## config.mk

```make
export PLATFORM = sky130hd
export DESIGN_NAME = mem_ctrl
export DESIGN_NICKNAME = d
export VERILOG_FILES = /design/src/rtl/mem_ctrl_pkg.sv /design/src/rtl/mem_ctrl.sv
export SDC_FILE = /design/constraint.sdc
export NUM_CORES = 1
export LEC_CHECK = 0
export ABC_AREA = 1
export BUFFER_PORTS_ARGS = -buffer_cell sky130_fd_sc_hd__buf_2
export CAP_MARGIN = 20
export CORE_ASPECT_RATIO = 1.4
export CORE_MARGIN = 4
export CORE_UTILIZATION = 55
export CTS_BUF_LIST = sky130_fd_sc_hd__clkbuf_16
export CTS_CLUSTER_DIAMETER = 50
export DETAILED_ROUTE_END_ITERATION = 10
export HOLD_SLACK_MARGIN = 0.12
export PLACE_DENSITY = 0.78
export SYNTH_ARGS = -nofsm -noshare
export SYNTH_HDL_FRONTEND = slang
export SYNTH_SLANG_ARGS = --single-unit
export TNS_END_PERCENT = 10
```

## constraint.sdc

```tcl
create_clock -name clk -period 4.92 [get_ports clk]
set_input_delay 0.246 -clock clk [delete_from_list [all_inputs] [get_ports clk]]
set_output_delay 0.246 -clock clk [all_outputs]
set_load 0.03 [all_outputs]
```

## src/rtl/mem_ctrl_pkg.sv

```systemverilog
// Shared definitions for the memory controller: enable levels, slot flags,
// bus widths, dataLen encodings and FSM state encoding.
package mem_ctrl_pkg;

    localparam int ADDR_W = 32;
    localparam int DATA_W = 32;
    localparam int BYTE_W = 8;

    localparam logic ENABLE    = 1'b1;
    localparam logic DISABLE   = 1'b0;
    localparam logic SLOT_FREE = 1'b0;
    localparam logic SLOT_BUSY = 1'b1;

    localparam logic [1:0] LEN_BYTE = 2'b00;
    localparam logic [1:0] LEN_HALF = 2'b01;
    localparam logic [1:0] LEN_RSVD = 2'b10;
    localparam logic [1:0] LEN_WORD = 2'b11;

    typedef enum logic [1:0] {
        ST_IDLE = 2'd0,
        ST_INST = 2'd1,
        ST_DATA = 2'd2
    } state_t;

    // Index of the last byte of a transfer; the reserved encoding behaves as a word.
    function automatic logic [1:0] len_last(input logic [1:0] len);
        case (len)
            LEN_BYTE:           return 2'd0;
            LEN_HALF:           return 2'd1;
            LEN_RSVD, LEN_WORD: return 2'd3;
            default:            return 2'd3;
        endcase
    endfunction

endpackage

```

## src/rtl/mem_ctrl.sv

```systemverilog
// Byte-serial memory controller: arbitrates instruction fetches and data
// loads/stores onto a single 8-bit RAM port, data taking priority.
module mem_ctrl
    import mem_ctrl_pkg::*;
(
    input  logic        clk,
    input  logic        rst,
    input  logic        rdy,
    input  logic        instEn,
    input  logic [31:0] instAddr,
    output logic        memInstOutEn,
    output logic [31:0] memInst,
    input  logic        dataEn,
    input  logic        dataWr,
    input  logic [31:0] dataAddr,
    input  logic [1:0]  dataLen,
    input  logic [31:0] dataIn,
    output logic        dataOutEn,
    output logic [31:0] dataOut,
    input  logic [7:0]  ramDin,
    output logic [7:0]  ramDout,
    output logic [31:0] ramAddr,
    output logic        ramWr
);

    state_t state, state_nx;

    logic              inst_pend, data_pend;
    logic [ADDR_W-1:0] inst_addr_q, data_addr_q;
    logic [1:0]        data_len_q;
    logic              data_wr_q;
    logic [DATA_W-1:0] data_in_q;

    logic [1:0]        cnt, last_q;
    logic              wr_q, ramwr_q;
    logic [ADDR_W-1:0] base_q;
    logic [DATA_W-1:0] wdata_q, rbuf;

    logic              start_data, start_inst, last_byte;
    logic [ADDR_W-1:0] st_addr;
    logic [1:0]        st_last;
    logic              st_wr;
    logic [DATA_W-1:0] st_wdata, rdata_nx;

    function automatic logic [BYTE_W-1:0] get_byte(input logic [DATA_W-1:0] w, input logic [1:0] i);
        case (i)
            2'd0:    return w[7:0];
            2'd1:    return w[15:8];
            2'd2:    return w[23:16];
            default: return w[31:24];
        endcase
    endfunction

    function automatic logic [DATA_W-1:0] put_byte(input logic [DATA_W-1:0] w,
                                                   input logic [BYTE_W-1:0] b,
                                                   input logic [1:0] i);
        logic [DATA_W-1:0] r;
        r = w;
        case (i)
            2'd0:    r[7:0]   = b;
            2'd1:    r[15:8]  = b;
            2'd2:    r[23:16] = b;
            default: r[31:24] = b;
        endcase
        return r;
    endfunction

    // The RAM never sees a write strobe while it is not ready.
    assign ramWr = ramwr_q & rdy;

    always_comb begin
        state_nx   = state;
        start_data = (data_pend == SLOT_BUSY) || (dataEn == ENABLE);
        start_inst = (inst_pend == SLOT_BUSY) || (instEn == ENABLE);
        st_addr    = (inst_pend == SLOT_BUSY) ? inst_addr_q : instAddr;
        st_last    = 2'd3;
        st_wr      = DISABLE;
        st_wdata   = '0;
        if (start_data) begin
            st_addr  = (data_pend == SLOT_BUSY) ? data_addr_q : dataAddr;
            st_last  = len_last((data_pend == SLOT_BUSY) ? data_len_q : dataLen);
            st_wr    = (data_pend == SLOT_BUSY) ? data_wr_q : dataWr;
            st_wdata = (data_pend == SLOT_BUSY) ? data_in_q : dataIn;
        end
        last_byte = (cnt == last_q);
        rdata_nx  = put_byte(rbuf, ramDin, cnt);
        case (state)
            ST_IDLE: begin
                if (rdy) begin
                    if (start_data)      state_nx = ST_DATA;
                    else if (start_inst) state_nx = ST_INST;
                end
            end
            ST_INST, ST_DATA: begin
                if (rdy && last_byte) state_nx = ST_IDLE;
            end
            default: state_nx = ST_IDLE;
        endcase
    end

    // Control and externally visible registers.
    always_ff @(posedge clk) begin
        if (rst) begin
            state        <= ST_IDLE;
            inst_pend    <= SLOT_FREE;
            data_pend    <= SLOT_FREE;
            cnt          <= 2'd0;
            last_q       <= 2'd0;
            wr_q         <= DISABLE;
            ramwr_q      <= DISABLE;
            ramAddr      <= '0;
            ramDout      <= '0;
            memInstOutEn <= DISABLE;
            dataOutEn    <= DISABLE;
            memInst      <= '0;
            dataOut      <= '0;
        end else begin
            state        <= state_nx;
            memInstOutEn <= DISABLE;
            dataOutEn    <= DISABLE;
            if (instEn) inst_pend <= SLOT_BUSY;
            if (dataEn) data_pend <= SLOT_BUSY;
            if (state == ST_IDLE) begin
                if (state_nx != ST_IDLE) begin
                    cnt     <= 2'd0;
                    last_q  <= st_last;
                    wr_q    <= st_wr;
                    ramwr_q <= st_wr;
                    ramAddr <= st_addr;
                    ramDout <= st_wr ? get_byte(st_wdata, 2'd0) : '0;
                end
            end else if (rdy) begin
                if (last_byte) begin
                    ramAddr <= '0;
                    ramDout <= '0;
                    ramwr_q <= DISABLE;
                    if (state == ST_INST) begin
                        memInstOutEn <= ENABLE;
                        memInst      <= rdata_nx;
                        inst_pend    <= SLOT_FREE;
                    end else begin
                        dataOutEn <= ENABLE;
                        data_pend <= SLOT_FREE;
                        if (!wr_q) dataOut <= rdata_nx;
                    end
                end else begin
                    cnt     <= cnt + 2'd1;
                    ramAddr <= base_q + {30'd0, cnt + 2'd1};
                    ramDout <= wr_q ? get_byte(wdata_q, cnt + 2'd1) : '0;
                    ramwr_q <= wr_q;
                end
            end
        end
    end

    // Request slots and transfer datapath; contents only matter once qualified.
    always_ff @(posedge clk) begin
        if (instEn) inst_addr_q <= instAddr;
        if (dataEn) begin
            data_addr_q <= dataAddr;
            data_len_q  <= dataLen;
            data_wr_q   <= dataWr;
            data_in_q   <= dataIn;
        end
        if (state == ST_IDLE) begin
            if (state_nx != ST_IDLE) begin
                base_q  <= st_addr;
                wdata_q <= st_wdata;
                rbuf    <= '0;
            end
        end else if (rdy && !wr_q) begin
            rbuf <= rdata_nx;
        end
    end

endmodule

```

# == Yosys cells after proc, flatten, opt, wreduce, memory -nomap -nowiden ==
# Cells that the tools add are included.
# W data, S select, Z words.
# classes
add_sub_neg,2
reduce_logical,22
bitwise,6
eq_ne,12
muxes,53
# ops
cell,count
$mux W32,11
$mux W8,11
$add A32 B2 Y32,1
$pmux W8 S3,1
$mux W2,10
$mux W1,18
$eq A2 B2 Y1 const B,5
$eq A2 B1 Y1 const B,4
$logic_not A2 Y1,4
$pmux W2 S3,1
$reduce_and A2 Y1,3
$reduce_bool A2 Y1,3
$not A1 Y1,5
$reduce_and A5 Y1,1
$ne A2 B1 Y1 const B,2
$pmux W2 S2,1
$reduce_and A4 Y1,1
$reduce_or A2 Y1,2
$reduce_or A4 Y1,1
$reduce_and A3 Y1,1
$reduce_or A3 Y1,1
$add A2 B1 Y2 const B,1
$eq A2 B2 Y1,1
$logic_and A1 B1 Y1,2
other kinds (3),4
# word_totals
word_cells,117
out_inout_bits,107
ff_bits,311

# == Longest topological paths before layout ==
# Gate-level depths: netlist of run 1.
# depth
ltp_word,8
ltp_mapped,14

# == Least setup slack after synthesis of run 1 ==
# No wires, ideal clock.
# synth_timing
path_kind,register to register
from,register state[0]
to,"register rbuf[0], enable pin"
path_buffers,3
path_stages_with_launch,9
synth_period_minus_slack_ns,4.139
slack_ns,0.781
arrival_time_ns,3.673
setup_time_ns,0.466
cell_sequence,dfxtp_1 > inv_1 > ha_1 > buf_4 > nor2_1 > inv_1 > buf_2 > buf_1 > o21ai_0
# synth_via
elab_chain_len,7
elab_cells_between_ends,13
classes_between,eq/ne: 3; mux: 5; reduce/logical: 5
# synth_lines
item,line,text
start: declaration,mem_ctrl.sv:26,"state_t state, state_nx;"
start signal: assignment,mem_ctrl.sv:118,state <= state_nx;
$mux W2,mem_ctrl.sv:91,else if (start_inst) state_nx = ST_INST;
$mux W2,mem_ctrl.sv:90,if (start_data) state_nx = ST_DATA;
$mux W2,mem_ctrl.sv:89,if (rdy) begin
$pmux W2 S2,mem_ctrl.sv:87,case (state)
$reduce_bool A2 Y1,mem_ctrl.sv:166,if (state_nx != ST_IDLE) begin
$ne A2 B1 Y1 (no line),n/a,
$reduce_and A2 Y1 (no line) *,n/a,
end signal: assignment,mem_ctrl.sv:172,rbuf <= rdata_nx;
end: declaration,mem_ctrl.sv:37,"logic [DATA_W-1:0] wdata_q, rbuf;"
# Every way passes the cells marked *; elsewhere a longest branch is shown, timed or not.
# A chain may end at the register's enable or synchronous reset.

# == Final worst setup path of run 1 ==
# layout_timing
from,register state[1]
to,register memInst[10]
# layout_via
elab_chain_len,3
elab_cells_between_ends,4
classes_between,eq/ne: 1; bitwise: 1; reduce/logical: 2
# layout_lines
item,line,text
$logic_not A2 Y1,mem_ctrl.sv:123,if (state == ST_IDLE) begin
$not A1 Y1 (no line),n/a,
$reduce_and A4 Y1 (no line) *,n/a,
end signal: assignment,mem_ctrl.sv:139,memInst <= rdata_nx;
end: declaration,mem_ctrl.sv:12,"output logic [31:0] memInst,"
# Marked as above.

==> results of run 1 <==
-- where the power goes --
part           internal (mW)  switching, mW  total (mW)
registers               3.23          0.182        3.42
clock network           1.14          0.952        2.09
logic                  0.515           1.12        1.64
-- sequential cells by signal (all words and copies together) (netlist names), 8 cells and up --
signal and count:
rbuf 32, inst_addr_q 32, data_addr_q 32, ramDout 8, memInst 32, ramAddr 32, base_q 32, wdata_q 32
dataOut 32, data_in_q 32
-- cells in the mapped netlist, types with 6 or more instances --
library cell and number:
a21oi_1 76, inv_2 6, o22ai_1 9, dfxtp_1 116, a22oi_1 32, ha_1 12, edfxtp_1 195, buf_1 18
o21ai_1 40, buf_2 24, o21ai_0 151, nand2_1 268, inv_1 105, a21oi_2 10, clkbuf_1 35, nor2_1 160
nand3_1 98, a22o_1 41, nand4_1 8
-- cells by family (layout without fill, tap and decap cells) --
logic type | count (synthesis) | in the layout | synth area share
buf+inv | 196 | 496 | 0.0594
simple gates | 547 | 547 | 0.165
compound gates | 361 | 361 | 0.155
mux | 2 | 2 | 0.00148
xor+xnor | 3 | 3 | 0.00194
fa+ha+maj | 13 | 13 | 0.0126
flops | 311 | 311 | 0.605
-- stage by stage --
step | utilization | worst slack [ns] | cells | hold WS, ns | power (mW)
4_1_cts | 0.691 | 1.63 | 2042 | 0.188 | 7.15
6_report | 0.692 | 1.64 | 2043 | 0.216 | 7.14
2_1_floorplan | - | 0.781 | 1433 | 0.345 | 4.54
5_1_grt | 0.692 | 1.40 | 2043 | 0.237 | 7.49
3_3_place_gp | 0.612 | 1.85 | 1887 | 0.439 | 4.97
3_5_place_dp | 0.612 | 1.65 | 1887 | 0.442 | 5.02
-- what timing repair did --
item | CTS | global route
endpoints found under the hold margin | 156 | 0
resized for setup | 0 | 0
endpoints found under the setup margin | 0 | 0
hold buffers | 100 | 0
-- per-layer routing --
layer | track usage | routed length [µm] | share of wire
met1 | 0.352 | 14500 | 0.41
met2 | 0.422 | 17400 | 0.49
met3 | 0.0333 | 2850 | 0.080
met4 | 0.0654 | 880 | 0.025
met5 | 0 | 0 | 0
-- cell type report --
type,instances,area (µm²)
timing repair buffer,330,2210
clock inverter,24,109
fill,1793,7420
multi-input combinational,926,4560
tap,310,388
inverter,111,417
clock buffer,31,776
sequential,311,8180
-- worst max-delay path, delay by kind of cell (launching register included) --
kind | cells | cell delay (ns)
AND/OR/NAND/NOR | 3 | 1.13
flip-flops | 1 | 0.34
adder cells (fa/ha/maj) | 1 | 0.70
AO/OA/AOI/OAI | 1 | 0.28
buffers and inverters | 2 | 0.63
-- final timing paths --
kind	slack (ns)	cells past startpoint	endpoint	from
max	1.64	7	memInst[10]	state[1]
min	0.22	5	cnt[1]	rdy
min reg2reg	0.48	2	memInst[24]	memInst[24]
max reg2reg	1.64	7	memInst[10]	state[1]
==> results.md, run 1 <==
* Post-synth cell types at 37
* DR pass1 iterations at 6
* #FFs+latches synth at between 300 and 400
* Final critical-path share of the clock period at 0.666
* Seq/Total Area, Yosys at 0.605
* Synth top area cells: edfxtp_1 43%, dfxtp_1 17%, nand2_1 7.4%
* Worst Hold Class: in -> reg
* Global Route Usage Sum at 0.253
* Post-Synthesis Cell Area at 13500 µm²
* Standard-cell rows at 67
* Worst-Skew Late Latency at around 0.55 ns
* Clk buf depth at 3
* TNS Setup at 0 ns
* Placement Cell Area at ~15000 µm²
* Setup-failing EPs final at 0
* Total gr overflow at 0
* F_max at 305 MHz
* Worst Max-Slew Pin Slew at 1.05 ns
* Final Max Slew Viols at 0
* Slew headroom at 0.296
* Wire length per cell at between 15 and 20 µm
* Setup Buffers After CTS at 0
* Cell taking the most area after synthesis: edfxtp_1
* Most frequent cells in the layout: 268 x nand2_1, 218 x buf_2, 195 x edfxtp_1
* Port bufs at about 220
* Vias in the first global route at 10600
* Die Wd at about 140 µm
* WP data arrival at between 3 and 4 ns
* Synth warnings at 0
* DIE AREA at 27200 µm²
* Layout cells sized above 1 at 0.172
* Cells after Synth at between 1000 and 1500
* Slowest-stage cell, CP: nand2_1
* Leak Pwr at approximately 7 nW
* Root Driver: clkbuf_16
* Total wire length at between 30000 and 40000 µm
* Crit Path Class: reg -> reg
* Hpwl dp at 23100 µm
* Unrepaired setup endpoints after global routing: false
* Largest net degree at the start of global routing at roughly 110
* Maximum fanout along the worst path at 37
* Design Area, Final at about 17000 µm²
* Syn_nets at 1558
* Core area at ~24000 µm²
* First-pass GRT wire length at 56900 µm
* Req. time, crit path at 5.29 ns
* Initial core utilization at 0.562
* Nets at ~1800
* Clock sink count at slightly above 300
* Status: finished clean
* Syn_area_per_cell at 9.44 µm²
* CTS tree: built
* Clock buffer count from CTS at 30
* Clk pin slew, worst setup/hold paths at approximately 0.070 ns
* Startpoint types: flop
* N_diodes at 0
* Gpl congestion at around 0.86
* I/O pin count at around 220
* Asr flop ratio synth at 0
* PD cells at 429 nW/µm²
* Initial antenna violation count at 0
* Worst stage delay on the critical path at approximately 0.8 ns
* Avg Vias per Cell at between 5 and 6
* Antenna Nets Post-Route at 0
* Main synth FF type: edfxtp_1
* Leading cell type in the layout, fill and taps excluded: nand2_1
* Post-synth EDFFs at ~200
* CTS H-tree lvls at 1
* Chip height at between 150 and 200 µm
* DR iter-0 viols at approximately 700
* Post-route minimum period at about 3.3 ns
* Skew final at 0.0206 ns
* Top cell type's share of synthesized area at 0.433
* Worst VDD drop at slightly below 300 µV
* Worst-path cell chain: inv_1 > ha_2 > nor2_1 > inv_2 > nor3_2 > nand2_1 > o21ai_0
* Max-Cap Viols at 0
* Vias at 11300
* Final Hold Viols at 0
* DRC viols at 0
* Area growth syn-to-layout at 23.0%
* CP Capture Type: flop
No activity file was read; power rests on OpenSTA's default activity.
==> run 2: changes to the inputs <==
--- a/config.mk
+++ b/config.mk
@@ -5,17 +5,17 @@
 export SDC_FILE = /design/constraint.sdc
 export NUM_CORES = 1
 export LEC_CHECK = 0
-export ABC_AREA = 1
+export ABC_AREA = 0
 export BUFFER_PORTS_ARGS = -buffer_cell sky130_fd_sc_hd__buf_2
 export CAP_MARGIN = 20
 export CORE_ASPECT_RATIO = 1.4
 export CORE_MARGIN = 4
-export CORE_UTILIZATION = 55
+export CORE_UTILIZATION = 51
 export CTS_BUF_LIST = sky130_fd_sc_hd__clkbuf_16
 export CTS_CLUSTER_DIAMETER = 50
 export DETAILED_ROUTE_END_ITERATION = 10
 export HOLD_SLACK_MARGIN = 0.12
-export PLACE_DENSITY = 0.78
+export PLACE_DENSITY = 0.76
 export SYNTH_ARGS = -nofsm -noshare
 export SYNTH_HDL_FRONTEND = slang
 export SYNTH_SLANG_ARGS = --single-unit
==> constraint.sdc (replaced) <==
create_clock -name clk -period 2.8 [get_ports clk]
set_input_delay 0.14 -clock clk [delete_from_list [all_inputs] [get_ports clk]]
set_output_delay 0.14 -clock clk [all_outputs]
set_load 0.03 [all_outputs]
==> results.md, run 2 <==
* WP data arrival at about 3.1 ns
* Worst stage delay on the critical path at approximately 0.55 ns
* Startpoint types: flop
* Layout cells sized above 1 at 0.246
* Largest net degree at the start of global routing at 74
* Hold EP: data_pend
* CP delay by family, top: adder cells
* Post-synth cell types at 76
* Clk pin slew, worst setup/hold paths at 0.06 ns
* Leak Pwr at ~7 nW
* Initial core utilization at 0.516
* F_max at roughly 370 MHz
* Post-route minimum period at about 2.7 ns
* Clock buffer count from CTS at 31
* Req. time, crit path at roughly 3.2 ns
* Clk buf depth at 3
* Worst reg-to-reg setup slack at about 0.11 ns
* TNS Setup at 0 ns
* N_diodes at 0
* Skew final at 0.0128 ns
* Hold Path Depth at 4
* Syn_area_per_cell at 11.7 µm²
* Vias at approximately 11000
* CP Capture Type: flop
* Unrepaired setup endpoints after global routing: false
* Port bufs at 218
* Worst Hold Class: in -> reg
* DR iter-0 viols at 823
* Die Wd at about 150 µm
* Worst Max-Slew Pin Slew at ~0.73 ns
* Crit Path Class: reg -> reg
* Synth cell count leaders: 195 x edfxtp_1, 130 x nor2_1, 116 x dfxtp_1
* Synth warnings at 0
* Antenna Nets Post-Route at 0
* Nets at 1627
* Post-route non-filler standard cell count at between 1500 and 2000
* Placed cells at roughly 1700
* Cell taking the most area after synthesis: edfxtp_1
* Asr flop ratio synth at 0
* Cells after Synth at between 1000 and 1500
* Post-Synthesis Cell Area at ~14000 µm²
* Setup Buffers After CTS at 0
* CTS H-tree lvls at 1
* Chip height at between 200 and 250 µm
* Reg2reg end: ramAddr[22]
* Gpl congestion at 0.889
* Number of fill cells in the layout at a little over 2000
* Standard-cell rows at 71
* Final Max Slew Viols at 0
* R2r startpoint: cnt[1]
* Most common cell in the netlist: edfxtp_1
* First-pass GRT wire length at around 60000 µm
* Hold path startpoint: dataEn
* Core area at 26800 µm²
* Vias in the first global route at ~11000
* Worst-path cell chain: inv_1 > ha_1 > inv_1 > fa_1 > nand2b_1 > or4_4 > o311a_1 > a221oi_2 > o21ai_1
* Slowest-stage cell, CP: or4_4
* Most common cell on crit path: inv_1
* Final Hold Viols at 0
* Final critical-path share of the clock period at 0.960
* Wire length per cell at approximately 20 µm
* Seq/Total Area, Yosys at 0.591
* Total gr overflow at 0
* DR pass1 iterations at 6
* Leading cell type in the layout, fill and taps excluded: buf_2
* Slew headroom at 0.510
* Most frequent cells in the layout: 217 x buf_2, 195 x edfxtp_1, 130 x nor2_1
* DRC viols at 0
* Maximum fanout along the worst path at 7
* Avg Vias per Cell at 5.82
* #FFs+latches synth at about 310
* R2R depth at 9
* Total wire length at between 30000 and 40000 µm
* Hpwl dp at ~25000 µm
* Synth top area cells: edfxtp_1 42%, dfxtp_1 17%, mux2i_1 5.1%
* PD cells at roughly 710 nW/µm²
* Worst VDD drop at ~700 µV
* Top cell type's share of synthesized area at 0.423
* Worst-Skew Late Latency at about 0.55 ns
* Syn_nets at around 1300
* Tot Pwr at 12.5 mW
* Status: finished clean
* Clock sink count at 311
* Initial antenna violation count at 0
* Global Route Usage Sum at 0.249
* Max-Cap Viols at 0
* Post-synth EDFFs at between 150 and 200
* Root Driver: clkbuf_16
* I/O pin count at ~220
* Area growth syn-to-layout at 26.7%
* Buf+Inv Stages, Crit Path at 2
* DIE AREA at around 30000 µm²
* Main synth FF type: edfxtp_1
* Setup-failing EPs final at 0
* CTS tree: built
## run 2: cell families after synthesis
family | count (synthesis) | share of synthesized area
simple gates | 335 | 0.117
compound gates | 313 | 0.170
flops | 311 | 0.591
buf+inv | 112 | 0.0333
mux | 98 | 0.0734
fa+ha+maj | 13 | 0.0123
xor+xnor | 4 | 0.00253
## run 2: how the worst max path moves through the flow
stage | startpoint | to | slack, ns | depth (start not counted)
6_report | cnt[1] | ramAddr[22] | 0.11 | 9
5_1_grt | cnt[1] | ramAddr[20] | 0.02 | 9
3_3_place_gp | cnt[0] | ramAddr[22] | 0.06 | 9
4_1_cts | cnt[1] | ramAddr[22] | 0.08 | 9
3_5_place_dp | cnt[1] | ramAddr[22] | -0.006 | 9
2_1_floorplan | state[0] | base_q[0] | -0.27 | 6
## run 2: repair_timing
item,4_1_cts,5_1_grt
gates resized for setup,1,3
pin swaps,0,1
endpoints found under the hold margin,197,0
endpoints found under the setup margin,2,69
hold buffers,110,0
## run 2: final cells by class
type	instances	area, µm²	share of cell area
sequential	311	8180	0.466
clock buffer	31	776	0.0442
clock inverter	27	213	0.0121
inverter	23	90.1	0.00513
multi-input combinational	763	5230	0.298
tap	365	457	0.0260
timing repair buffer	372	2600	0.148
## run 2: metal layers
layer | GRT usage | part of all wire | routed length [µm] | up-vias
li1 | - | - | - | 5189
met1 | 0.304 | 0.39 | 14800 | 5264
met2 | 0.450 | 0.51 | 19700 | 477
met3 | 0.0373 | 0.066 | 2530 | 82
met4 | 0.0856 | 0.035 | 1330 | 0
met5 | 0 | 0 | 0 | -
## run 2: power by group
part	switching [mW]	internal [mW]	leakage, nW
logic	1.67	0.947	3.48
registers	0.316	5.55	2.85
clock network	1.75	2.30	0.506
total	3.73	8.79	6.84
## run 2: metrics by stage
stage	area [µm²]	setup slack (ns)	hold slack, ns	util
after floorplan	13900	-0.274	0.239	-
after global placement	15400	0.0570	0.329	0.576
after detailed placement	15400	-0.00585	0.330	0.576
after CTS	17500	0.0810	0.123	0.654
after global routing	17500	0.0167	0.228	0.654
final	17500	0.113	0.160	0.654
## run 2: worst min-delay path, cell delays in order
cell and delay (ns):
buf_4 0.11, nor2_1 0.07, buf_4 0.18, nor3_1 0.16
